$ cat config.mk
export PLATFORM = sky130hd
export DESIGN_NAME = mul_unit
export DESIGN_NICKNAME = d
export VERILOG_FILES = /design/src/rtl/cpu_pkg.sv /design/src/rtl/mul_unit.sv
export SDC_FILE = /design/constraint.sdc
export NUM_CORES = 1
export LEC_CHECK = 0
export CAP_MARGIN = 20
export CORE_MARGIN = 2
export CORE_UTILIZATION = 45
export CTS_CLUSTER_SIZE = 12
export DETAILED_ROUTE_END_ITERATION = 16
export DONT_BUFFER_PORTS = 1
export PLACE_DENSITY = 0.6
export SLEW_MARGIN = 25
export SYNTH_ARGS = -nofsm -noshare
export SYNTH_HDL_FRONTEND = slang
export SYNTH_SLANG_ARGS = --single-unit
$ cat constraint.sdc
create_clock -name clk -period 3.5 [get_ports clk]
set_input_delay 0.35 -clock clk [delete_from_list [all_inputs] [get_ports clk]]
set_output_delay 0.35 -clock clk [all_outputs]
set_load 0.03 [all_outputs]
$ cat src/rtl/cpu_pkg.sv
// Shared definitions for the multiply unit: operation encodings, FSM state
// encoding, iteration count and datapath widths.
// Optional feature macro: MUL_HIGH_EN (enables MULH/MULHSU/MULHU and a
// 64-bit accumulator; without it every operation is a 32-bit MUL).
package cpu_pkg;

    // Number of shift-add iterations, one multiplier bit per cycle
    localparam int MUL_CYCLES = 32;

    typedef enum logic [1:0] {
        FN_MUL    = 2'd0,
        FN_MULH   = 2'd1,
        FN_MULHSU = 2'd2,
        FN_MULHU  = 2'd3
    } funct_e;

    typedef enum logic [1:0] {
        ST_IDLE = 2'd0,
        ST_CALC = 2'd1,
        ST_DONE = 2'd2
    } state_e;

`ifdef MUL_HIGH_EN
    // Full 64-bit product; multiplier magnitude needs 33 bits so that
    // -2^31 is representable as a positive value.
    localparam int ACC_W = 64;
    localparam int MPL_W = 33;
`else
    // Only the low product word is ever needed.
    localparam int ACC_W = 32;
    localparam int MPL_W = 32;
`endif

    // Absolute value of a 32-bit operand, widened to 33 bits so that
    // 0x80000000 read as signed yields +2^31 without overflow.
    function automatic logic [32:0] magnitude(input logic [31:0] v,
                                              input logic        is_signed);
        logic [32:0] m;
        if (is_signed && v[31]) begin
            m = ~{1'b1, v} + 33'd1;
        end else begin
            m = {1'b0, v};
        end
        return m;
    endfunction

endpackage

$ cat src/rtl/mul_unit.sv
// Iterative radix-2 shift-add multiplier with IDLE/CALC/DONE control.
// An accepted operation spends 32 cycles in CALC (one multiplier bit per
// cycle) and then one cycle in DONE, where the writeback strobe is raised.
// Optional feature macro: MUL_HIGH_EN -- when defined, funct selects
// MUL/MULH/MULHSU/MULHU over a 64-bit accumulator; when undefined, funct is
// ignored and every operation is a 32-bit MUL with identical latency.
module mul_unit
    import cpu_pkg::*;
(
    input  logic        clk,
    input  logic        rst_n,
    input  logic        start,
    input  logic [31:0] op_a,
    input  logic [31:0] op_b,
    input  logic [1:0]  funct,
    input  logic [4:0]  rd_in,
    input  logic        flush,
    output logic        ready,
    output logic [4:0]  busy_rd,
    output logic [31:0] result,
    output logic [4:0]  rd,
    output logic        rd_valid
);

    state_e             state_q, state_d;
    logic [5:0]         cnt_q, cnt_d;
    logic [ACC_W-1:0]   acc_q, acc_d;
    logic [ACC_W-1:0]   mcand_q, mcand_d;
    logic [MPL_W-1:0]   mplier_q, mplier_d;
    logic [4:0]         rd_q, rd_d;
    logic [31:0]        result_q, result_d;

    logic               accept;
    logic               last_iter;
    logic [ACC_W-1:0]   prod_next;
    logic [31:0]        final_word;

`ifdef MUL_HIGH_EN
    logic               neg_q, neg_d;
    logic               high_q, high_d;
    funct_e             fn;
    logic               sign_a, sign_b;
    logic [32:0]        mag_a, mag_b;
    logic [ACC_W-1:0]   prod_fix;
`else
    // funct has no effect in the MUL-only build
    logic               unused_funct;
    assign unused_funct = ^funct;
`endif

    // A new operation starts only when the unit can take it and no flush
    // is killing the pipeline this cycle (flush wins over start).
    assign accept    = start && ready && !flush;
    assign last_iter = (state_q == ST_CALC) && (cnt_q == 6'(MUL_CYCLES - 1));

    // Partial product after the current iteration
    assign prod_next = acc_q + (mplier_q[0] ? mcand_q : '0);

`ifdef MUL_HIGH_EN
    // Operand signedness per operation, magnitudes and final product sign
    assign fn     = funct_e'(funct);
    assign sign_a = (fn == FN_MULH) || (fn == FN_MULHSU);
    assign sign_b = (fn == FN_MULH);
    assign mag_a  = magnitude(op_a, sign_a);
    assign mag_b  = magnitude(op_b, sign_b);

    // Restore the sign of the product and pick the requested word
    assign prod_fix   = neg_q ? (~prod_next + ACC_W'(1)) : prod_next;
    assign final_word = high_q ? prod_fix[63:32] : prod_fix[31:0];
`else
    assign final_word = prod_next;
`endif

    // Next-state logic: flush overrides everything and returns to IDLE
    always_comb begin
        state_d = state_q;
        case (state_q)
            ST_IDLE: if (accept)    state_d = ST_CALC;
            ST_CALC: if (last_iter) state_d = ST_DONE;
            ST_DONE: state_d = accept ? ST_CALC : ST_IDLE;
            default: state_d = ST_IDLE;
        endcase
        if (flush) begin
            state_d = ST_IDLE;
        end
    end

    // Iteration counter: cleared on acceptance or flush, steps in CALC
    always_comb begin
        cnt_d = cnt_q;
        if (flush || accept) begin
            cnt_d = 6'd0;
        end else if (state_q == ST_CALC) begin
            cnt_d = cnt_q + 6'd1;
        end
    end

    // Datapath: load operands on acceptance, shift-add in CALC, capture
    // the finished word on the last iteration so it is stable in DONE
    always_comb begin
        acc_d    = acc_q;
        mcand_d  = mcand_q;
        mplier_d = mplier_q;
        rd_d     = rd_q;
        result_d = result_q;
`ifdef MUL_HIGH_EN
        neg_d    = neg_q;
        high_d   = high_q;
`endif
        if (accept) begin
            acc_d    = '0;
            rd_d     = rd_in;
`ifdef MUL_HIGH_EN
            mcand_d  = ACC_W'(mag_a);
            mplier_d = mag_b;
            neg_d    = (sign_a && op_a[31]) ^ (sign_b && op_b[31]);
            high_d   = (fn != FN_MUL);
`else
            mcand_d  = op_a;
            mplier_d = op_b;
`endif
        end else if (state_q == ST_CALC && !flush) begin
            acc_d    = prod_next;
            mcand_d  = mcand_q << 1;
            mplier_d = mplier_q >> 1;
            if (last_iter) begin
                result_d = final_word;
            end
        end
    end

    // State and counter registers
    always_ff @(posedge clk or negedge rst_n) begin
        if (!rst_n) begin
            state_q <= ST_IDLE;
            cnt_q   <= 6'd0;
        end else begin
            state_q <= state_d;
            cnt_q   <= cnt_d;
        end
    end

    // Datapath registers
    always_ff @(posedge clk or negedge rst_n) begin
        if (!rst_n) begin
            acc_q    <= '0;
            mcand_q  <= '0;
            mplier_q <= '0;
            rd_q     <= 5'd0;
            result_q <= 32'd0;
        end else begin
            acc_q    <= acc_d;
            mcand_q  <= mcand_d;
            mplier_q <= mplier_d;
            rd_q     <= rd_d;
            result_q <= result_d;
        end
    end

`ifdef MUL_HIGH_EN
    // Sign-fix and word-select flags for the in-flight operation
    always_ff @(posedge clk or negedge rst_n) begin
        if (!rst_n) begin
            neg_q  <= 1'b0;
            high_q <= 1'b0;
        end else begin
            neg_q  <= neg_d;
            high_q <= high_d;
        end
    end
`endif

    // Outputs decoded from state; register x0 never gets a strobe
    assign ready    = (state_q == ST_IDLE) || (state_q == ST_DONE);
    assign busy_rd  = (state_q == ST_CALC) ? rd_q : 5'd0;
    assign rd_valid = (state_q == ST_DONE) && (rd_q != 5'd0);
    assign result   = result_q;
    assign rd       = rd_q;

endmodule

==> results of run 1 <==
==> metrics by stage <==
stage / area, um^2 / total power [uW] / utilization / setup WS [ns] / std cells
CTS: 8380 / 5290 / 0.504 / 0.507 / 1025
global placement: 7840 / 3520 / 0.471 / 0.603 / 993
floorplan: 7670 / 3240 / - / 0.874 / 811
finish: 8380 / 5240 / 0.504 / 0.531 / 1025
global route: 8380 / 5570 / 0.504 / 0.331 / 1025
detailed placement: 7840 / 3570 / 0.471 / 0.545 / 993
==> critical path: cells and delay by family, from the launching register on <==
family,cells,cell delay [ns]
AOI/OAI and AO/OA,6,1.35
adders and majority gates,2,0.62
buffers and inverters,1,0.17
DFF,1,0.37
and+or+nand+nor,2,0.33
==> per-layer routing <==
layer  vias to the layer above  share of wire  global-route usage
li1                       2843              -                   -
met1                      2903           0.45               0.278
met2                       149           0.46               0.340
met3                        23          0.069              0.0638
met4                         0          0.018              0.0708
met5                         -              0                   0
==> how the worst max path moves through the flow <==
stage / from / end / slack [ns] / cells past startpoint
2_1_floorplan: mplier_q[0]$_DFFE_PN0P_ / acc_q[29]$_DFFE_PN0P_ / 0.87 / 11
3_3_place_gp: mplier_q[0]$_DFFE_PN0P_ / acc_q[24]$_DFFE_PN0P_ / 0.60 / 11
3_5_place_dp: mplier_q[0]$_DFFE_PN0P_ / acc_q[24]$_DFFE_PN0P_ / 0.54 / 11
4_1_cts: mplier_q[0]$_DFFE_PN0P_ / acc_q[24]$_DFFE_PN0P_ / 0.51 / 11
5_1_grt: mplier_q[0]$_DFFE_PN0P_ / acc_q[24]$_DFFE_PN0P_ / 0.33 / 11
6_report: mplier_q[0]$_DFFE_PN0P_ / acc_q[24]$_DFFE_PN0P_ / 0.53 / 11
==> logic make-up after synthesis <==
family	synth area share
mux	0.0395
flops	0.460
simple gates	0.179
fa+ha+maj	0.0548
buf+inv	0.0323
compound gates	0.200
xor+xnor	0.0343
==> power groups by stage <==
stage               registers (uW)  clock network, uW  logic (uW)
floorplan                     2140                  0        1100
global placement              2200                  0        1330
detailed placement            2210                  0        1360
CTS                           2190               1740        1360
global route                  2230               1820        1520
finish                        2190               1700        1360
==> registers in the layout, indices dropped and copies added (netlist names) <==
register	count
acc_q	32
mcand_q	32
mplier_q	32
result	32
cnt_q	6
rd	5
state_q	2
==> cell type report <==
type,count,area (um^2),share of cell area
Sequential cell,141,3530,0.421
Timing Repair Buffer,10,87.6,0.0104
Multi-Input combinational cell,614,3910,0.467
Clock buffer,20,437,0.0521
Inverter,8,30.0,0.00358
Tap cell,220,275,0.0328
Clock inverter,12,113,0.0134
==> cells in the final DEF (no fill, tap or decap), types with 4 or more instances in the layout <==
| master | synthesis | routed |
|---|---|---|
| nand4_1 | 9 | 9 |
| and4_1 | 5 | 5 |
| mux2i_1 | 10 | 10 |
| o21bai_1 | 4 | 4 |
| a31oi_1 | 6 | 6 |
| o21a_1 | 4 | 4 |
| clkbuf_16 | 0 | 17 |
| a21o_1 | 17 | 17 |
| a22o_1 | 20 | 20 |
| xnor2_1 | 19 | 19 |
| or3_1 | 6 | 6 |
| dfrtp_1 | 141 | 141 |
| nor2b_1 | 4 | 4 |
| nor3_1 | 9 | 8 |
| inv_1 | 7 | 7 |
| o21ai_1 | 11 | 11 |
| buf_4 | 0 | 9 |
| and2_1 | 41 | 41 |
| o21ai_0 | 31 | 31 |
| nand3_1 | 13 | 13 |
| a22oi_1 | 55 | 55 |
| xor2_1 | 11 | 11 |
| nor2_1 | 23 | 21 |
| mux2_2 | 18 | 18 |
| nand2_1 | 181 | 181 |
| a21oi_1 | 41 | 41 |
| ha_1 | 32 | 32 |
==> metrics.cfg, run 1 <==
[clock_tree]
cts.sink_count=141
clk_path_buf_depth=2
cts_made_buffers=17
cts_setup_buffers=0
clock_latency_ns=0.42
path_clk_slew_ns=0.06
cts_root_buf=clkbuf_16
cts_tree=done
htreeDepth=4
cts-resized-gates=0

[global_routing]
grt_pass1_vias=5862
antenna_found_initial=0
grt_pass1_wl_um=30500
grt_overflow=0
track_usage=0.213
grt_max_degree=142

[power_and_ir_drop]
ir_worst_vdd_mv=0.385
p_seq_frac=0.417
p_sw_uw=1780
power.density_nw_per_um2=625
clockPowerShare=0.324
pwr-share-comb=0.259
p_int_uw=3460
swShare=0.340
leakage_uw=0.00411

[worst_setup_path]
reg2reg_slack_ns=0.53
end_kind=flip-flop
rr_endpoint=acc_q[24]$_DFFE_PN0P_
worstSetupPathType=flip-flop to flip-flop
crit_top_cell=a21oi_1
reg2reg_depth=11
start_kind=flip-flop
rr_startpoint=mplier_q[0]$_DFFE_PN0P_
worstPathMaxFanout=14
crit_chain=buf_4, and2_1, ha_1, fa_1, a21oi_1, o211ai_1, nand3_1, a31oi_1, o21ai_1, a21oi_1, a221o_1
slowest_delay_ns=0.41
worstPathArrival_ns=3.27
critPathSlowestCell=fa_1
crit_required_ns=3.80

[sta]
setup-violations-final=0
max_freq_mhz=337
finClkSkew_ns=0.00570
tightest_slew_ns=0.966
finalSetupTns_ns=0
finalCriticalPeriod_ns=2.97
finalCritPeriodShare=0.848
slew_headroom=0.356
finalMaxSlewViolations=0
hold_slack_ns=-0.375
hold_viol=141
grt_setup_unrepaired=no

[routing]
totalWireLength_um=18400
drt_iter0_markers=370
drc_errors=0
vias=5918
wl_per_cell_um=17.9
vias_per_cell=5.77
ant_nets=0
dr.pass1.iters=5

[die]
rows=47
die_h_um=135
core-area_um2=16600
die_x_um=135
initial_utilization=0.461
die_area_um2=18100
ios=119

[synthesis]
yosysUniqueCellTypes=61
avgSynthCellArea_um2=9.46
yosys-top-cells-count=181 x nand2_1, 141 x dfrtp_1, 55 x a22oi_1
syn_nets=919
synthFlopType=dfrtp_1
synthCells=811
ys_seq_area_frac=0.460
ys_ff_latch=141
synth_top_area_share=0.460
synth_edf_count=0
synth_top_area_cell=dfrtp_1
synthTopCellsByArea=dfrtp_1 46%, nand2_1 8.9%, a22oi_1 5.4%
synth.most_common_cell=nand2_1
yosys_warnings=0
async_reset_ff_frac=1.00
syn-cell-area_um2=7670

[finish]
drive_gt1_frac=0.0882
fill_cells=1538
area_growth_pct=9.31
antenna_cells=0
nets=900

[placement]
place.gp.congestion=0.864
hpwl_um=12400
io_buffers=0

[outcome]
status=finished, violations left
violations=negative hold slack

[job]
drv_cap=0

[hold_path]
hp-class=input port to asynchronous set/reset pin

(Power assumes the default switching activity.)
==> inputs of run 2 (changes only) <==
==> constraint.sdc (replaced) <==
create_clock -name clk -period 3 [get_ports clk]
set_input_delay 0.3 -clock clk [delete_from_list [all_inputs] [get_ports clk]]
set_output_delay 0.3 -clock clk [all_outputs]
set_load 0.03 [all_outputs]
==> run 2 against run 1 <==
  * The run still ends with negative hold slack left
  * Setup slack got worse by 0.37 ns
  * Fmax rose by 4.7%
  * Non-clock buffer count increased by 97
  * Critical endpoint is now acc_q[29]$_DFFE_PN0P_
  * Utilization up 6.0 points
  * Worst hold slack got worse by 0.065 ns
  * Die area did not move
  * Via count rose by 6.7%
==> metrics.cfg, run 2 (synthesis gave the netlist of run 1 again) <==
[outcome]
status=finished, violations left
violations=negative hold slack

[die]
die_x_um=135  ; unchanged
die_h_um=135  ; unchanged
die_area_um2=18100  ; unchanged
core-area_um2=16600  ; unchanged
initial_utilization=0.461  ; unchanged
ios=119  ; unchanged
rows=47  ; unchanged

[routing]
wl_per_cell_um=17.4  ; -3.1%
vias=6317  ; +6.7%
totalWireLength_um=19500  ; +6.0%
drc_errors=0  ; unchanged
vias_per_cell=5.64  ; -2.4%
drt_iter0_markers=431  ; +16%
dr.pass1.iters=5  ; unchanged
ant_nets=0  ; unchanged

[global_routing]
grt_max_degree=142  ; unchanged
grt_pass1_vias=6480  ; +11%
antenna_found_initial=0  ; unchanged
grt_pass1_wl_um=32700  ; +7.1%
track_usage=0.227  ; +0.0143
grt_overflow=0  ; unchanged

[finish]
drive_gt1_frac=0.131  ; +0.0428
final_common_cell=nand2_1
layout_common_cells=181 x nand2_1, 141 x dfrtp_1, 55 x a22oi_1
area_growth_pct=22.3
nets=997  ; +11%
finalNonFillerCells=1121  ; +9.4%
antenna_cells=0  ; unchanged

[worst_setup_path]
reg2reg_depth=10  ; -1
worstPathMaxFanout=16  ; +2
end_kind=flip-flop
worst-path-buf-inv=1  ; unchanged
reg2reg_slack_ns=0.17  ; -0.37 ns
slowest_delay_ns=0.41  ; about the same
startpoint=mplier_q[0]$_DFFE_PN0P_
rr_startpoint=mplier_q[0]$_DFFE_PN0P_
worstPathArrival_ns=3.15  ; -0.12 ns
rr_endpoint=acc_q[29]$_DFFE_PN0P_
path_delay_family=compound AO/OA/AOI/OAI gates
crit_required_ns=3.31  ; -0.49 ns
critPathSlowestCell=dfrtp_1
crit_chain=buf_12, and2_1, ha_1, a21oi_1, o21a_2, o21ai_2, a221oi_4, a211oi_2, or3_1, a32o_2
worstSetupPathType=flip-flop to flip-flop
start_kind=flip-flop

[power_and_ir_drop]
p_seq_frac=0.378  ; -0.039
leakage_uw=0.00460  ; +12%
swShare=0.321  ; -0.0186
ir_worst_vdd_mv=0.434  ; +13%
p_int_uw=4600  ; +33%
p_sw_uw=2180  ; +22%
pwr-share-comb=0.274  ; +0.015
power.density_nw_per_um2=723  ; +16%
clockPowerShare=0.348  ; +0.024

[clock_tree]
htreeDepth=4  ; unchanged
cts_made_buffers=17  ; unchanged
cts_tree=done
path_clk_slew_ns=0.06  ; about the same
cts.sink_count=141  ; unchanged
cts_root_buf=clkbuf_16
clk_path_buf_depth=2  ; unchanged
clock_latency_ns=0.43  ; about the same

[sta]
hold_viol=141  ; unchanged
tightest_slew_ns=0.726  ; -0.239 ns
slew_headroom=0.515  ; +0.158
max_freq_mhz=353  ; +4.7%
finalCriticalPeriod_ns=2.83  ; -0.135 ns
finalMaxSlewViolations=0  ; unchanged
finClkSkew_ns=0.0138  ; +0.00815 ns
finalSetupTns_ns=0  ; unchanged
hold_slack_ns=-0.441  ; -0.0652 ns
setup-violations-final=0  ; unchanged
finalCritPeriodShare=0.945  ; +0.0965
grt_setup_unrepaired=no

[placement]
io_buffers=0  ; unchanged
hpwl_um=13300  ; +6.7%
place.gp.congestion=0.898  ; +3.8%
post-place-cells=1036  ; +4.3%

[hold_path]
hp-class=input port to asynchronous set/reset pin

[job]
drv_cap=0  ; unchanged

==> run 2: cell count changes in the layout (fill, tap and decap cells not counted), moves of 2 or more <==
cell and change:
buf_4 +42, clkinv_2 -2, bufinv_16 +4, dlygate4sd3_1 +54, clkbuf_1 -3, clkinv_4 -3, inv_8 +3
==> run 2: how the worst max path moves through the flow <==
stage                                  end  slack (ns)  depth (start not counted)
finish               acc_q[29]$_DFFE_PN0P_        0.17                         10
global route        result[27]$_DFFE_PN0P_       0.007                         12
CTS                 result[27]$_DFFE_PN0P_        0.17                         12
detailed placement  result[27]$_DFFE_PN0P_        0.19                         12
global placement    result[27]$_DFFE_PN0P_        0.21                         12
floorplan            acc_q[29]$_DFFE_PN0P_        0.37                         11
==> run 2: worst register-to-register path, stage by stage, from the launching register on <==
cell and delay [ns]:
dfrtp_1 0.41, buf_12 0.16, and2_1 0.14, ha_1 0.34, a21oi_1 0.22, o21a_2 0.20
o21ai_2 0.08, a221oi_4 0.36, a211oi_2 0.14, or3_1 0.40, a32o_2 0.27
==> run 2: power groups by stage <==
stage / Sequential (uW) / Combinational [uW] / Clock [uW]
floorplan: 2500 / 1290 / 0
global placement: 2570 / 1740 / 0
detailed placement: 2580 / 1790 / 0
CTS: 2560 / 1850 / 2410
global route: 2610 / 2080 / 2510
finish: 2560 / 1860 / 2360
==> run 2: timing repair <==
item / in CTS / in global routing
hold buffers: 49 / 5
setup endpoints to repair: 0 / 7
resized for setup: 0 / 2
hold endpoints to repair: 190 / 146
setup buffers: 0 / 0
==> run 2: metal layers <==
layer,global-route usage,wire [um],vias to the layer above
li1,-,-,3037
met1,0.295,8850,3112
met2,0.378,9470,146
met3,0.0601,911,22
met4,0.0608,251,0
met5,0,0,-
==> run 2: layout make-up <==
| class | instances | area (um^2) |
|---|---|---|
| Fill cell | 1474 | 7270 |
| Tap cell | 220 | 275 |
| Clock buffer | 17 | 425 |
| Clock inverter | 14 | 231 |
| Timing Repair Buffer | 107 | 963 |
| Sequential cell | 141 | 3530 |
| Inverter | 8 | 30.0 |
| Multi-Input combinational cell | 614 | 3920 |
==> run 2: stage by stage <==
stage	worst slack (ns)	hold slack (ns)	utilization	area, um^2	power [uW]
3_5_place_dp	0.189	0.00914	0.491	8170	4370
2_1_floorplan	0.374	0.00441	-	7670	3780
5_1_grt	0.00677	-0.467	0.563	9380	7190
6_report	0.166	-0.441	0.563	9380	6780
3_3_place_gp	0.206	0.0119	0.491	8170	4310
4_1_cts	0.170	-0.451	0.560	9320	6810
